## config.mk

```make
export PLATFORM = sky130hd
export DESIGN_NAME = dmem_ctrl_flat
export DESIGN_NICKNAME = d
export VERILOG_FILES = /design/src/rtl/dmem_ctrl_if.sv /design/src/rtl/dmem_ctrl.sv /design/src/flat_wrapper.sv
export SDC_FILE = /design/constraint.sdc
export NUM_CORES = 1
export LEC_CHECK = 0
export CORE_ASPECT_RATIO = 0.5
export CORE_MARGIN = 8
export CORE_UTILIZATION = 40
export CTS_BUF_LIST = sky130_fd_sc_hd__clkbuf_2
export DETAILED_ROUTE_END_ITERATION = 12
export GPL_TIMING_DRIVEN = 0
export PLACE_DENSITY = 0.9
export RECOVER_POWER = 100
export SLEW_MARGIN = 15
export SYNTH_ARGS = -nofsm -noshare
export SYNTH_HDL_FRONTEND = slang
export SYNTH_SLANG_ARGS = --single-unit
```

## constraint.sdc

```tcl
create_clock -name clk -period 3.9 [get_ports clk]
set_input_delay 0.975 -clock clk [delete_from_list [all_inputs] [get_ports clk]]
set_output_delay 0.975 -clock clk [all_outputs]
set_load 0.03 [all_outputs]
```

## src/rtl/dmem_ctrl_if.sv

```systemverilog
// Bundle of the CPU data port, loader/debug port and byte-lane memory port seen by dmem_ctrl.
// slave is the controller's view; master is the requesters' plus memory's view.
interface dmem_ctrl_if;
  logic        cpu_req;
  logic        cpu_we;
  logic [2:0]  cpu_funct3;
  logic [31:0] cpu_addr;
  logic [31:0] cpu_wdata;
  logic [31:0] cpu_rdata;
  logic        cpu_ready;
  logic        cpu_fault;

  logic        ld_req;
  logic        ld_we;
  logic [31:0] ld_addr;
  logic [31:0] ld_wdata;
  logic [31:0] ld_rdata;
  logic        ld_valid;

  logic [31:0] mem_addr;
  logic [31:0] mem_wd;
  logic [3:0]  mem_be;
  logic [31:0] mem_rd;

  modport slave (
    input  cpu_req, cpu_we, cpu_funct3, cpu_addr, cpu_wdata,
    output cpu_rdata, cpu_ready, cpu_fault,
    input  ld_req, ld_we, ld_addr, ld_wdata,
    output ld_rdata, ld_valid,
    output mem_addr, mem_wd, mem_be,
    input  mem_rd
  );

  modport master (
    output cpu_req, cpu_we, cpu_funct3, cpu_addr, cpu_wdata,
    input  cpu_rdata, cpu_ready, cpu_fault,
    output ld_req, ld_we, ld_addr, ld_wdata,
    input  ld_rdata, ld_valid,
    input  mem_addr, mem_wd, mem_be,
    output mem_rd
  );
endinterface

```

## src/rtl/dmem_ctrl.sv

```systemverilog
// Load/store controller for a 4-lane byte memory with 1-cycle read latency.
// Round-robin arbitration between CPU data port and word-wide loader port.
module dmem_ctrl #(
  parameter int unsigned AW = 10
) (
  input  logic       clk,
  input  logic       reset,
  dmem_ctrl_if.slave bus_io
);

  typedef enum logic [1:0] {StIdle, StRdWait, StDone} state_e;

  state_e        state_q;
  logic          last_ld_q;
  logic          owner_ld_q;
  logic [AW-1:0] addr_q;
  logic [2:0]    funct3_q;
  logic [31:0]   cpu_rdata_q;
  logic [31:0]   ld_rdata_q;
  logic          cpu_ready_q;
  logic          cpu_fault_q;
  logic          ld_valid_q;

  logic          issue;
  logic          grant_ld;
  logic [AW-1:0] win_addr;
  logic          cpu_fault_c;
  logic [3:0]    be_c;
  logic [31:0]   wd_c;
  logic [7:0]    rd_byte;
  logic [15:0]   rd_half;
  logic [31:0]   load_ext;
  logic          unused_addr_bits;

  // Address bits above AW are not decoded by the memory; loader low bits are word-ignored.
  assign unused_addr_bits = ^{bus_io.cpu_addr[31:AW], bus_io.ld_addr[31:AW],
                              bus_io.ld_addr[1:0]};

  // Arbitration and issue-cycle decode.
  always_comb begin
    issue    = (state_q == StIdle) && (bus_io.cpu_req || bus_io.ld_req);
    grant_ld = bus_io.ld_req && (!bus_io.cpu_req || !last_ld_q);
    win_addr = grant_ld ? {bus_io.ld_addr[AW-1:2], 2'b00} : bus_io.cpu_addr[AW-1:0];

    case (bus_io.cpu_funct3)
      3'b000:  cpu_fault_c = 1'b0;
      3'b001:  cpu_fault_c = bus_io.cpu_addr[0];
      3'b010:  cpu_fault_c = (bus_io.cpu_addr[1:0] != 2'b00);
      3'b100:  cpu_fault_c = bus_io.cpu_we;
      3'b101:  cpu_fault_c = bus_io.cpu_we || bus_io.cpu_addr[0];
      default: cpu_fault_c = 1'b1;
    endcase
  end

  // Write lanes exist only in the issue cycle and never while reset is high.
  always_comb begin
    be_c = 4'b0000;
    wd_c = 32'h0;
    if (issue && !reset) begin
      if (grant_ld) begin
        if (bus_io.ld_we) begin
          be_c = 4'b1111;
          wd_c = bus_io.ld_wdata;
        end
      end else if (bus_io.cpu_we && !cpu_fault_c) begin
        case (bus_io.cpu_funct3[1:0])
          2'b00: begin
            be_c = 4'b0001 << bus_io.cpu_addr[1:0];
            wd_c = {4{bus_io.cpu_wdata[7:0]}};
          end
          2'b01: begin
            be_c = bus_io.cpu_addr[1] ? 4'b1100 : 4'b0011;
            wd_c = {2{bus_io.cpu_wdata[15:0]}};
          end
          default: begin
            be_c = 4'b1111;
            wd_c = bus_io.cpu_wdata;
          end
        endcase
      end
    end
  end

  // Load lane extraction from the address latched at issue.
  always_comb begin
    unique case (addr_q[1:0])
      2'd0: rd_byte = bus_io.mem_rd[7:0];
      2'd1: rd_byte = bus_io.mem_rd[15:8];
      2'd2: rd_byte = bus_io.mem_rd[23:16];
      2'd3: rd_byte = bus_io.mem_rd[31:24];
    endcase
    rd_half = addr_q[1] ? bus_io.mem_rd[31:16] : bus_io.mem_rd[15:0];

    case (funct3_q)
      3'b000:  load_ext = {{24{rd_byte[7]}}, rd_byte};
      3'b001:  load_ext = {{16{rd_half[15]}}, rd_half};
      3'b100:  load_ext = {24'h0, rd_byte};
      3'b101:  load_ext = {16'h0, rd_half};
      default: load_ext = bus_io.mem_rd;
    endcase
  end

  always_ff @(posedge clk) begin
    if (reset) begin
      state_q     <= StIdle;
      last_ld_q   <= 1'b1;
      owner_ld_q  <= 1'b0;
      addr_q      <= '0;
      funct3_q    <= 3'b000;
      cpu_rdata_q <= 32'h0;
      ld_rdata_q  <= 32'h0;
      cpu_ready_q <= 1'b0;
      cpu_fault_q <= 1'b0;
      ld_valid_q  <= 1'b0;
    end else begin
      cpu_ready_q <= 1'b0;
      ld_valid_q  <= 1'b0;
      case (state_q)
        StIdle: begin
          if (issue) begin
            last_ld_q  <= grant_ld;
            owner_ld_q <= grant_ld;
            addr_q     <= win_addr;
            funct3_q   <= bus_io.cpu_funct3;
            if (grant_ld) begin
              if (bus_io.ld_we) begin
                state_q    <= StDone;
                ld_valid_q <= 1'b1;
              end else begin
                state_q <= StRdWait;
              end
            end else if (cpu_fault_c || bus_io.cpu_we) begin
              state_q     <= StDone;
              cpu_ready_q <= 1'b1;
              cpu_fault_q <= cpu_fault_c;
            end else begin
              state_q <= StRdWait;
            end
          end
        end
        StRdWait: begin
          state_q <= StDone;
          if (owner_ld_q) begin
            ld_rdata_q <= bus_io.mem_rd;
            ld_valid_q <= 1'b1;
          end else begin
            cpu_rdata_q <= load_ext;
            cpu_ready_q <= 1'b1;
            cpu_fault_q <= 1'b0;
          end
        end
        StDone:  state_q <= StIdle;
        default: state_q <= StIdle;
      endcase
    end
  end

  // A reset landing on the completion cycle swallows the pulse.
  always_comb begin
    bus_io.mem_addr  = {{(32 - AW){1'b0}}, issue ? win_addr[AW-1:2] : addr_q[AW-1:2], 2'b00};
    bus_io.mem_be    = be_c;
    bus_io.mem_wd    = wd_c;
    bus_io.cpu_rdata = cpu_rdata_q;
    bus_io.cpu_ready = cpu_ready_q && !reset;
    bus_io.cpu_fault = cpu_fault_q;
    bus_io.ld_rdata  = ld_rdata_q;
    bus_io.ld_valid  = ld_valid_q && !reset;
  end

endmodule

```

## src/flat_wrapper.sv

```systemverilog
// flat-port wrapper written by rule: the top's interface ports become plain ports
module dmem_ctrl_flat 
#(
  parameter int unsigned AW = 10
)
  (clk, reset, bus_io_cpu_req, bus_io_cpu_we, bus_io_cpu_funct3, bus_io_cpu_addr, bus_io_cpu_wdata, bus_io_cpu_rdata, bus_io_cpu_ready, bus_io_cpu_fault, bus_io_ld_req, bus_io_ld_we, bus_io_ld_addr, bus_io_ld_wdata, bus_io_ld_rdata, bus_io_ld_valid, bus_io_mem_addr, bus_io_mem_wd, bus_io_mem_be, bus_io_mem_rd);
  dmem_ctrl_if bus_io_i ();
  input  logic clk;
  input  logic reset;
  input wire logic [$bits(bus_io_i.cpu_req)-1:0] bus_io_cpu_req;
  input wire logic [$bits(bus_io_i.cpu_we)-1:0] bus_io_cpu_we;
  input wire logic [$bits(bus_io_i.cpu_funct3)-1:0] bus_io_cpu_funct3;
  input wire logic [$bits(bus_io_i.cpu_addr)-1:0] bus_io_cpu_addr;
  input wire logic [$bits(bus_io_i.cpu_wdata)-1:0] bus_io_cpu_wdata;
  output wire logic [$bits(bus_io_i.cpu_rdata)-1:0] bus_io_cpu_rdata;
  output wire logic [$bits(bus_io_i.cpu_ready)-1:0] bus_io_cpu_ready;
  output wire logic [$bits(bus_io_i.cpu_fault)-1:0] bus_io_cpu_fault;
  input wire logic [$bits(bus_io_i.ld_req)-1:0] bus_io_ld_req;
  input wire logic [$bits(bus_io_i.ld_we)-1:0] bus_io_ld_we;
  input wire logic [$bits(bus_io_i.ld_addr)-1:0] bus_io_ld_addr;
  input wire logic [$bits(bus_io_i.ld_wdata)-1:0] bus_io_ld_wdata;
  output wire logic [$bits(bus_io_i.ld_rdata)-1:0] bus_io_ld_rdata;
  output wire logic [$bits(bus_io_i.ld_valid)-1:0] bus_io_ld_valid;
  output wire logic [$bits(bus_io_i.mem_addr)-1:0] bus_io_mem_addr;
  output wire logic [$bits(bus_io_i.mem_wd)-1:0] bus_io_mem_wd;
  output wire logic [$bits(bus_io_i.mem_be)-1:0] bus_io_mem_be;
  input wire logic [$bits(bus_io_i.mem_rd)-1:0] bus_io_mem_rd;
  assign bus_io_i.cpu_req = bus_io_cpu_req;
  assign bus_io_i.cpu_we = bus_io_cpu_we;
  assign bus_io_i.cpu_funct3 = bus_io_cpu_funct3;
  assign bus_io_i.cpu_addr = bus_io_cpu_addr;
  assign bus_io_i.cpu_wdata = bus_io_cpu_wdata;
  assign bus_io_cpu_rdata = bus_io_i.cpu_rdata;
  assign bus_io_cpu_ready = bus_io_i.cpu_ready;
  assign bus_io_cpu_fault = bus_io_i.cpu_fault;
  assign bus_io_i.ld_req = bus_io_ld_req;
  assign bus_io_i.ld_we = bus_io_ld_we;
  assign bus_io_i.ld_addr = bus_io_ld_addr;
  assign bus_io_i.ld_wdata = bus_io_ld_wdata;
  assign bus_io_ld_rdata = bus_io_i.ld_rdata;
  assign bus_io_ld_valid = bus_io_i.ld_valid;
  assign bus_io_mem_addr = bus_io_i.mem_addr;
  assign bus_io_mem_wd = bus_io_i.mem_wd;
  assign bus_io_mem_be = bus_io_i.mem_be;
  assign bus_io_i.mem_rd = bus_io_mem_rd;
  dmem_ctrl #(.AW(AW)) u_core (.clk(clk), .reset(reset), .bus_io(bus_io_i));
endmodule
```

== Word level (Yosys, flattened, before mapping) ==
Cells that the tools add are included.

* Word-level logic and storage cells: 90
* Input port bits: 169
* Register bits: 84

* Reductions and logical operators: 25
* Shifts and indexed selects: 1
* Muxes and demuxes: 37
* Bitwise logic cells: 1
* Eq/ne operators: 16

{| class="wikitable"
|+ Operator list
! cell !! count
|-
| $mux W32 || 4
|-
| $pmux W32 S4 || 1
|-
| $pmux W32 S2 || 1
|-
| $pmux W8 S4 || 1
|-
| $mux W4 || 5
|-
| $mux W16 || 1
|-
| $eq A3 B3 Y1 const B || 4
|-
| $mux W1 || 12
|-
| $mux W10 || 1
|-
| $mux W2 || 4
|-
| $mux W8 || 1
|-
| $pmux W4 S2 || 1
|-
| $eq A2 B1 Y1 const B || 3
|-
| $eq A3 B1 Y1 const B || 2
|-
| $logic_and A1 B1 Y1 || 6
|-
| $logic_not A2 Y1 || 3
|-
| $logic_not A3 Y1 || 2
|-
| $ne A2 B2 Y1 const B || 3
|-
| $pmux W1 S2 || 3
|-
| $reduce_and A2 Y1 || 3
|-
| $pmux W1 S5 || 1
|-
| $reduce_and A5 Y1 || 1
|-
| $eq A2 B2 Y1 const B || 2
|-
| $logic_not A1 Y1 || 4
|-
| other kinds (7) || 11
|}

== Depth between registers and ports, before layout ==
Gate-level depths: netlist of run 1.

* Word-level depth: 7
* Gate-level depth with buffers: 7

== Least setup slack after synthesis of run 1 ==
Ideal clock, no wire load.

* Path type: input to output
* Start point: input port bus_io_cpu_funct3[1]
* End point: output port bus_io_mem_be[0]
* Required time: 2.925 ns
* Path slack: 0.399 ns
* Stages: 5
* Arrival time: 2.526 ns
* Cell sequence: buf_2 > buf_2 > buf_1 > a21oi_1 > o31ai_1

* Word-level cells in the longest chain between the ends: 7

{| class="wikitable"
|+ Ends and longest elaborated chain
! what !! RTL line !! text
|-
| from (decl) || flat_wrapper.sv:12 || <nowiki>input wire logic [$bits(bus_io_i.cpu_funct3)-1:0] bus_io_cpu_funct3;</nowiki>
|-
| $eq A3 B3 Y1 (tied with other cells) || dmem_ctrl.sv:45 || <nowiki>case (bus_io.cpu_funct3)</nowiki>
|-
| $pmux W1 S5 || dmem_ctrl.sv:45 ||
|-
| $logic_not A1 Y1 || dmem_ctrl.sv:65 || <nowiki>end else if (bus_io.cpu_we && !cpu_fault_c) begin</nowiki>
|-
| $logic_and A1 B1 Y1 || dmem_ctrl.sv:65 ||
|-
| $mux W4 * || dmem_ctrl.sv:65 ||
|-
| $mux W4 * || dmem_ctrl.sv:60 || <nowiki>if (grant_ld) begin</nowiki>
|-
| $mux W4 * || dmem_ctrl.sv:59 || <nowiki>if (issue && !reset) begin</nowiki>
|-
| to (decl) || flat_wrapper.sv:26 || <nowiki>output wire logic [$bits(bus_io_i.mem_be)-1:0] bus_io_mem_be;</nowiki>
|}

Mark *: on every way between the ends. The rest lies on a longest branch, timed or not.

== Worst setup path after layout of run 1 ==
* Start point: input port bus_io_ld_req
* End point: output port bus_io_mem_addr[9]

* Word-level cells in the longest chain between the ends: 3

{| class="wikitable"
|+ Ends and longest elaborated chain
! what !! RTL line !! text
|-
| from (decl) || flat_wrapper.sv:18 || <nowiki>input wire logic [$bits(bus_io_i.ld_req)-1:0] bus_io_ld_req;</nowiki>
|-
| $logic_and A1 B1 Y1 / $logic_or A1 B1 Y1 (equally long branches) || dmem_ctrl.sv:42, dmem_ctrl.sv:41 ||
|-
| $mux W10 / $logic_and A1 B1 Y1 (equally long branches) || dmem_ctrl.sv:43, dmem_ctrl.sv:41 ||
|-
| $mux W8 * || dmem_ctrl.sv:160 || <nowiki>bus_io.mem_addr = {{(32 - AW){1'b0}}, issue ? win_addr[AW-1:2] : addr_q[AW-1:2], 2'b00};</nowiki>
|-
| to (decl) || flat_wrapper.sv:24 || <nowiki>output wire logic [$bits(bus_io_i.mem_addr)-1:0] bus_io_mem_addr;</nowiki>
|}

Marks and branches as above.

==> metrics.log, run 1 <==
INFO  metric synthesis.instances = 579
INFO  metric clock-sinks = 84
INFO  metric grt_antenna_before_repair = 1
INFO  metric max_slew.worst_pin.slew = 0.6916 ns
INFO  metric std_cell_rows = 27
INFO  metric synthAdderAreaFrac = 0%
INFO  metric timing.critical_path.max_delay_family = buffers and inverters
INFO  metric source_to_sink_clock_delay_at_the_later_pin_of_the_worst_skew_pair = roughly 0.57 ns
INFO  metric synthesis.yosys.warnings = 0
INFO  metric synth_sequential_area_ratio = a little over a third
INFO  metric antenna_violating_nets_post_route = 0
INFO  metric min_path_cells = 2
INFO  metric power.density = around 280 mW/mm^2
INFO  metric grtUsageMet3 = under 10%
INFO  metric synth.distinct_cells = 47
INFO  metric syn2layout_area_growth = 56.96%
INFO  metric root_buffer = sky130_fd_sc_hd__clkbuf_2
INFO  metric synthMuxAreaShare = roughly 11%
INFO  metric asyncSetResetFlopFracSynth = 0%
INFO  metric synth_compound_gate_area_share = 25.74%
INFO  metric clk_pin_slew_worst_paths = 0.23 ns
INFO  metric ordered_list_of_cells_on_the_worst_path = clkdlybuf4s50_1, a21boi_0, buf_2, mux2i_1, a21oi_1, dlygate4sd2_1
INFO  metric detailedPlace.worstSlack = -0.7352 ns
INFO  metric worst_min_delay_path_category = flip-flop to flip-flop
INFO  metric syn-mean-instance-area = 8.009 sq um
INFO  metric synth.top_cells.by_count = sky130_fd_sc_hd__nand2_1 (113), sky130_fd_sc_hd__dfxtp_1 (84), sky130_fd_sc_hd__a21oi_1 (57), sky130_fd_sc_hd__nor2_1 (41), sky130_fd_sc_hd__a211oi_1 (40)
INFO  metric tritoncts.num_buffers = 9
INFO  metric fmax = 261.8 MHz
INFO  metric worst-endpoint-arrival = between 2 and 3 ns
INFO  metric detail_route.drc_violations = 0
INFO  metric hold_start = u_core.bus_io.ld_rdata[14]$_SDFFE_PP0P_
INFO  metric min_to = u_core.bus_io.ld_rdata[14]$_SDFFE_PP0P_
INFO  metric worstPathMaxFanout = 10
INFO  metric slew-limit-headroom = 53.79%
INFO  metric finalHoldViolations = 0
INFO  metric groute.layer.met2.usage = between 40% and 50%
INFO  metric mappedNetlistArea = between 0.004 and 0.005 sq mm
INFO  metric globalRouteTotalUtil = between 20 and 25%
INFO  metric groute.layer.met1.usage = between 20% and 30%
INFO  metric portBuffers = 230
INFO  metric die-width = ~170 um
INFO  metric route.detailed.vias_per_inst = roughly 5.3
INFO  metric place_congestion = about 0.91
INFO  metric synth-simple-area-share = between 10% and 20%
INFO  metric register_bit_count_reported_by_yosys = 84
INFO  metric overflow = 0
INFO  metric grt_pass1_vias = around 5300
INFO  metric timing.critical_path.from_type = input pin
INFO  metric largest_net_degree_at_the_start_of_global_routing = 16
INFO  metric dieArea = between 0.015 and 0.02 sq mm
INFO  metric detail_route.wirelength = ~19 mm
INFO  metric diodes = 0
INFO  metric regToRegSetupSlack = roughly 1.9 ns
INFO  metric detailedRoute.firstIterationViolations = between 300 and 400
INFO  metric ff_to_ff_start = u_core.state_q[0]$_SDFFE_PP0P_
INFO  metric ios = 304
INFO  metric grt_first_pass_wirelength = roughly 29 mm
INFO  metric dp_hpwl = roughly 15 mm
INFO  metric final_layout_size_suffix_gt1_share = between 10% and 20%
INFO  metric timing.max_cap.violations = 0
INFO  metric clock_tree_from_tritoncts = done
INFO  metric cts_max_path_buffers = 2
INFO  metric grt_most_used_layer = met2
INFO  metric path_depth = 6
INFO  metric synth_largest_type_area_fraction = between 30% and 40%
INFO  metric post-synth-top-area-cell = sky130_fd_sc_hd__dfxtp_1
INFO  metric worstSetupPathType = input pin to primary output
INFO  metric finalNetCount = about 1000
INFO  metric worst_r2r_endpoint = u_core.bus_io.cpu_rdata[9]$_SDFFE_PP0P_
INFO  metric critical_path_required = 2.92 ns
INFO  metric maxSlewViolCount = 0
INFO  metric finalNonFillerCells = around 1000
INFO  metric part_of_the_cycle_the_worst_path_needs = approximately 98%
INFO  metric period_needed = 3.819 ns
INFO  metric yosysMostFrequentCell = sky130_fd_sc_hd__nand2_1
INFO  metric dieHeight = 92.14 um
INFO  metric htree_num_levels = 3
INFO  metric dp.cells = approximately 980
INFO  metric dr.pass1.iters = 6
INFO  metric area_inside_the_core_boundary = 0.01115 sq mm
INFO  metric routed-via-count = around 5300
INFO  metric xor_xnor_fraction_of_synth_area = 0%
INFO  metric synth_top_flop_cell = sky130_fd_sc_hd__dfxtp_1
INFO  metric largest_family_of_logic_cells_by_synthesized_area = compound AO/OA/AOI/OAI gates
INFO  metric rsz0062_at_grt = yes
INFO  metric drt_wl_cell = between 15 and 20 um
INFO  metric critPathMaxStageDelay = 0.52 ns
INFO  metric synth-edff-count = 0
INFO  metric timing.critical_path.slowest_stage_cell = sky130_fd_sc_hd__clkdlybuf4s50_1
INFO  metric post-route-worst-setup-slack = 0.08082 ns
INFO  metric floorplan.initialDensity = between 40% and 50%
INFO  metric post-layout-total-power = 2003 uW
INFO  metric ff2ff_path_depth = 4
INFO  metric outcome = completed
INFO  metric cellLeakagePower = about 0.0027 uW
INFO  metric max-vdd-ir-drop = 135.5 uV
INFO  metric setup_violations = 0
INFO  metric cp.buffers_inverters = 3
INFO  metric synthTopCellsByArea = sky130_fd_sc_hd__dfxtp_1 (36%), sky130_fd_sc_hd__nand2_1 (9.1%), sky130_fd_sc_hd__mux2i_1 (7.6%), sky130_fd_sc_hd__a211oi_1 (6.5%), sky130_fd_sc_hd__a21oi_1 (6.2%)
INFO  metric worst_setup_path_end_kind = primary output
INFO  metric finalClockSkew = between 0.03 and 0.04 ns
==> per-stage QoR <==
stage | utilization [%] | TNS (ns) | area, sq um | hold slack (ns)
finish | 65.29 | 0 | 7278 | 0.4723
global route | 65.29 | -0.02801 | 7278 | 0.4937
CTS | 65.62 | 0 | 7316 | 0.4753
detailed placement | 64.65 | -20.59 | 7207 | 0.4491
global placement | 64.65 | -18.43 | 7207 | 0.4431
floorplan | - | 0 | 4723 | 0.4599
==> routing by layer <==
metal,share of wire [%],routed length (um),vias to the layer above
li1,-,-,2540
met1,38,7181,2449
met2,50,9388,258
met3,8.7,1642,47
met4,3.2,607,2
met5,0.064,12,-
==> tightest hold or removal path, delay by kind of cell (launching register included) <==
family / cells / cell delay [ns]
AND/OR/NAND/NOR: 1 / 0.05
flip-flops: 1 / 0.36
AO/OA/AOI/OAI: 1 / 0.05
==> area by class of cell <==
type / instances / area (sq um)
multi-input cells: 443 / 2650
clock buffers: 10 / 50.05
repair buffers: 233 / 2247
inverters: 2 / 7.507
well taps: 145 / 181.4
flip-flops and latches: 84 / 1682
fillers: 933 / 3870
clock inverters: 6 / 48.80
plain buffers: 73 / 411.6
==> power by group <==
group | switching (uW) | internal, uW
Clock | 317 | 89.9
Combinational | 378 | 296
Sequential | 21.6 | 900
Total | 717 | 1290
==> layout by cell type, fill, tap and decap left out, drive strengths merged, types with 5 or more instances in the layout <==
master / n
o21ai: 20
a21oi: 59
nand2: 113
nor3: 5
nor2b: 6
nand3: 7
clkbuf: 41
buf: 62
clkdlybuf4s50: 183
o2bb2ai: 16
conb: 24
nand3b: 7
mux2i: 35
dfxtp: 84
nor2: 43
a21o: 5
clkdlybuf4s15: 14
a22o: 16
a211oi: 41
mux2: 13
dlygate4sd2: 14
==> cells by family (layout without fill, tap and decap cells) <==
kind of cell	count (synthesis)	in the layout
mux	48	48
buf+inv	75	324
compound gates	176	176
flops	84	84
simple gates	195	195
other cells	1	24
==> sequential cells by signal (all words and copies together) (netlist names) <==
register / flops
u_core.owner_ld_q: 1
u_core.state_q: 2
u_core.bus_io.ld_rdata: 32
u_core.addr_q: 10
u_core.bus_io.cpu_fault: 1
u_core.bus_io.cpu_rdata: 32
u_core.ld_valid_q: 1
u_core.cpu_ready_q: 1
u_core.last_ld_q: 1
u_core.funct3_q: 3
==> timing repair <==
action / in CTS / in global routing
pin swaps: 2 / 0
buffers inserted: 2 / 1
hold buffers: 0 / 0
gates resized for setup: 121 / 35
setup endpoints to repair: 44 / 42
==> how the worst max path moves through the flow <==
stage,startpoint,endpoint
after global placement,bus_io_cpu_addr[0],bus_io_mem_wd[16]
after CTS,bus_io_ld_req,bus_io_mem_wd[28]
after detailed placement,bus_io_cpu_addr[0],bus_io_mem_wd[16]
after global routing,bus_io_ld_req,bus_io_mem_addr[8]
final,bus_io_ld_req,bus_io_mem_addr[9]
after floorplan,bus_io_cpu_funct3[1],bus_io_mem_be[0]
Power figures use the tool's default switching activity.
==> run 2: changes to the inputs <==
Settings changed: CAP_MARGIN set to 10.
==> results of run 2 <==
The final DEF is identical to that of run 1; final timing and power are the same.
==> run 3: changes to the inputs <==
--- a/config.mk
+++ b/config.mk
@@ -7,3 +7,3 @@
 export LEC_CHECK = 0
-export CAP_MARGIN = 10
+export CAP_MARGIN = 20
 export CORE_ASPECT_RATIO = 0.5
@@ -16,2 +16,3 @@
 export RECOVER_POWER = 100
+export REMOVE_ABC_BUFFERS = 1
 export SLEW_MARGIN = 15
--- a/constraint.sdc
+++ b/constraint.sdc
@@ -3,2 +3,2 @@
 set_output_delay 0.975 -clock clk [all_outputs]
-set_load 0.03 [all_outputs]
+set_load 0.02 [all_outputs]
==> run 3 against run 2 <==
The run now ends with max-capacitance violations, max-slew violations left. Largest power group unchanged. Combinational power fell by 14%. Critical path depth rose by 1. Highest routed layer is now met4. Clock-buffer cell count did not move. Final area fell by 4.5%. Maximum frequency fell by 0.78%. Core utilization fell by 2.9 points. Non-clock buffer count fell by 59. Clock skew fell by 0.015 ns. Global-route usage fell by 1.3 points. Sequential cell count did not move.
==> metrics.log, run 3 (synthesis gave the netlist of run 1 again) <==
INFO  metric worst_r2r_endpoint = u_core.bus_io.cpu_rdata[19]$_SDFFE_PP0P_
INFO  metric power.combinational.fraction = 29.9% (-3.8 points)
INFO  metric max_slew.worst_pin.slew = 1.839 ns (+1.148 ns)
INFO  metric timing.critical_path.from_type = input pin
INFO  metric grt_first_pass_wirelength = 27.74 mm (-3.6%)
INFO  metric route.detailed.vias_per_inst = 5.375 (+1.1%)
INFO  metric sequential_cell_fraction_of_total_power = 48.0% (+2.0 points)
INFO  metric globalRouteTotalUtil = 21.86% (-1.3 points)
INFO  metric largest_net_degree_at_the_start_of_global_routing = 46 (+30)
INFO  metric timing.critical_path.slowest_stage_cell = sky130_fd_sc_hd__clkdlybuf4s50_1
INFO  metric clk_pin_slew_worst_paths = 0.17 ns (-0.06 ns)
INFO  metric maxSlewViolCount = 33 (+33)
INFO  metric drt_wl_cell = 18.76 um (-0.77%)
INFO  metric portBuffers = 233 (+1.3%)
INFO  metric source_to_sink_clock_delay_at_the_later_pin_of_the_worst_skew_pair = 0.56 ns (about the same)
INFO  metric layout.cells.most_common_list = sky130_fd_sc_hd__clkdlybuf4s50_1 (118), sky130_fd_sc_hd__nand2_1 (113), sky130_fd_sc_hd__dfxtp_1 (84)
INFO  metric fmax = 259.8 MHz (-0.78%)
INFO  metric finalNonFillerCells = 936 (-6.0%)
INFO  metric critical_path_required = 2.92 ns (about the same)
INFO  metric root_buffer = sky130_fd_sc_hd__clkbuf_2
INFO  metric cell_internal_pwr = 1306 uW (+1.6%)
INFO  metric cts_hold_buf = 0 (unchanged)
INFO  metric floorplan.initialDensity = 41.59% (unchanged)
INFO  metric worstSetupPathType = input pin to primary output
INFO  metric clock_tree_from_tritoncts = done
INFO  metric worst_min_delay_path_category = flip-flop to flip-flop
INFO  metric worst_setup_path_end_kind = primary output
INFO  metric dp.cells = 915 (-6.3%)
INFO  metric detailedPlace.worstSlack = -1.034 ns (-0.2989 ns)
INFO  metric place_congestion = 0.8052 (-11%)
INFO  metric ordered_list_of_cells_on_the_worst_path = clkdlybuf4s50_1, o21a_1, o22ai_2, nand4_1, buf_4, o2bb2ai_1, clkdlybuf4s15_2
INFO  metric ios = 304 (unchanged)
INFO  metric max-vdd-ir-drop = 145.8 uV (+7.6%)
INFO  metric syn2layout_area_growth = 49.95%
INFO  metric dp_hpwl = 13.34 mm (-14%)
INFO  metric tritoncts.num_buffers = 9 (unchanged)
INFO  metric finalClockSkew = 0.02406 ns (-0.01536 ns)
INFO  metric multi_input_comb_area = 0.002665 sq mm (+0.57%)
INFO  metric part_of_the_cycle_the_worst_path_needs = 98.70% (+0.77 points)
INFO  metric failed_checks = max-capacitance violations, max-slew violations
INFO  metric slew-limit-headroom = -22.70% (-76 points)
INFO  metric detail_route.drc_violations = 0 (unchanged)
INFO  metric finalNetCount = 957 (-5.7%)
INFO  metric std_cell_rows = 27 (unchanged)
INFO  metric post-route-worst-setup-slack = 0.05060 ns (-0.03022 ns)
INFO  metric proportion_of_total_power_due_to_net_switching = 32.71% (-3.1 points)
INFO  metric timing.max_cap.violations = 2 (+2)
INFO  metric die-width = 168.3 um (unchanged)
INFO  metric min_to = u_core.bus_io.ld_rdata[17]$_SDFFE_PP0P_
INFO  metric grt_pass1_vias = 5300 (-0.53%)
INFO  metric clock_power_share = 22.1% (+1.8 points)
INFO  metric dieHeight = 92.14 um (unchanged)
INFO  metric final_layout_size_suffix_gt1_share = 8.101% (-6.4 points)
INFO  metric routed-via-count = 5031 (-5.0%)
INFO  metric cellLeakagePower = 0.002734 uW (-0.33%)
INFO  metric worst-endpoint-arrival = 2.87 ns (+0.03 ns)
INFO  metric period_needed = 3.849 ns (+0.03022 ns)
INFO  metric clock-sinks = 84 (unchanged)
INFO  metric outcome = finished, violations left
INFO  metric cts_max_path_buffers = 2 (unchanged)
INFO  metric antenna_violating_nets_post_route = 0 (unchanged)
INFO  metric overflow = 0 (unchanged)
INFO  metric layout_commonest_cell = sky130_fd_sc_hd__clkdlybuf4s50_1
INFO  metric detailedRoute.firstIterationViolations = 299 (-24%)
INFO  metric setup_violations = 0 (unchanged)
INFO  metric dieArea = 0.01550 sq mm (unchanged)
INFO  metric regToRegSetupSlack = 0.88 ns (-0.99 ns)
INFO  metric grt_antenna_before_repair = 1 (unchanged)
INFO  metric worstPathMaxFanout = 16 (+6)
INFO  metric critPathMaxStageDelay = 0.53 ns (about the same)
INFO  metric min_path_cells = 2 (unchanged)
INFO  metric switching_component_of_the_power = 635.0 uW (-11%)
INFO  metric hold_start = u_core.bus_io.ld_rdata[17]$_SDFFE_PP0P_
INFO  metric fill_cells = 921 (-1.3%)
INFO  metric finalHoldViolations = 0 (unchanged)
INFO  metric rsz0062_at_grt = no
INFO  metric ff_to_ff_start = u_core.addr_q[1]$_SDFFE_PP0P_
INFO  metric ff2ff_path_depth = 4 (unchanged)
INFO  metric detail_route.wirelength = 17.56 mm (-6.7%)
INFO  metric htree_num_levels = 3 (unchanged)
INFO  metric dr.pass1.iters = 5 (-1)
INFO  metric power.density = 279.2 mW/mm^2 (+1.5%)
INFO  metric area_inside_the_core_boundary = 0.01115 sq mm (unchanged)
INFO  metric area.sequential = 0.001682 sq mm (unchanged)
run 3: metal layers:
| layer | track usage, % | up-vias | part of all wire, % |
|---|---|---|---|
| met4 | 8.782 | 0 | 3.0 |
| met5 | 0 | - | 0 |
| met2 | 41.70 | 174 | 53 |
| li1 | - | 2428 | - |
| met3 | 5.515 | 42 | 5.6 |
| met1 | 22.86 | 2387 | 38 |
run 3: stage by stage:
step	hold WS (ns)	cell area, sq um	util (%)	TNS (ns)	power, uW
5_1_grt	0.4829	6953	62.37	0	2024
2_1_floorplan	0.4539	4333	-	-22.39	1215
3_5_place_dp	0.4472	6989	62.69	-31.61	1551
3_3_place_gp	0.4419	6847	61.41	-125.46	1521
4_1_cts	0.4695	7133	63.98	0	1970
6_report	0.4615	6953	62.37	0	1941
run 3: worst max path at each step:
stage	start	endpoint	slack, ns	cells past startpoint
after global placement	reset	bus_io_mem_wd[26]	-3.22	4
final	bus_io_cpu_addr[1]	bus_io_mem_wd[19]	0.05	7
after detailed placement	bus_io_cpu_funct3[0]	bus_io_mem_wd[19]	-1.03	5
after CTS	bus_io_cpu_req	bus_io_mem_addr[7]	0.004	8
after global routing	bus_io_ld_req	bus_io_mem_wd[30]	0.006	7
after floorplan	bus_io_ld_req	bus_io_mem_wd[0]	-0.74	4
run 3: area by class of cell:
cell class	count	area share, %
multi-input cells	444	38.33
repair buffers	247	33.42
flip-flops and latches	84	24.19
well taps	145	2.609
clock buffers	10	0.7198
clock inverters	3	0.5938
inverters	2	0.1080
diodes	1	0.03599
run 3: critical path: cells and delay by family:
kind,cells,cell delay (ns)
AOI/OAI and AO/OA,3,0.67
buffers and inverters,3,1.07
and+or+nand+nor,1,0.15
run 3: power by group through the flow:
stage / Sequential [uW] / Combinational [uW] / Clock (uW)
final: 932 / 580 / 429
after global routing: 938 / 623 / 463
after CTS: 933 / 599 / 438
after detailed placement: 950 / 602 / 0
after global placement: 952 / 569 / 0
after floorplan: 970 / 246 / 0
run 3: timing repair:
| action | 4_1_cts | 5_1_grt |
|---|---|---|
| endpoints found under the setup margin | 44 | 44 |
| gates resized for setup | 75 | 51 |
| gates cloned | 1 | 0 |
| buffers inserted | 6 | 0 |
| pin swaps | 4 | 2 |
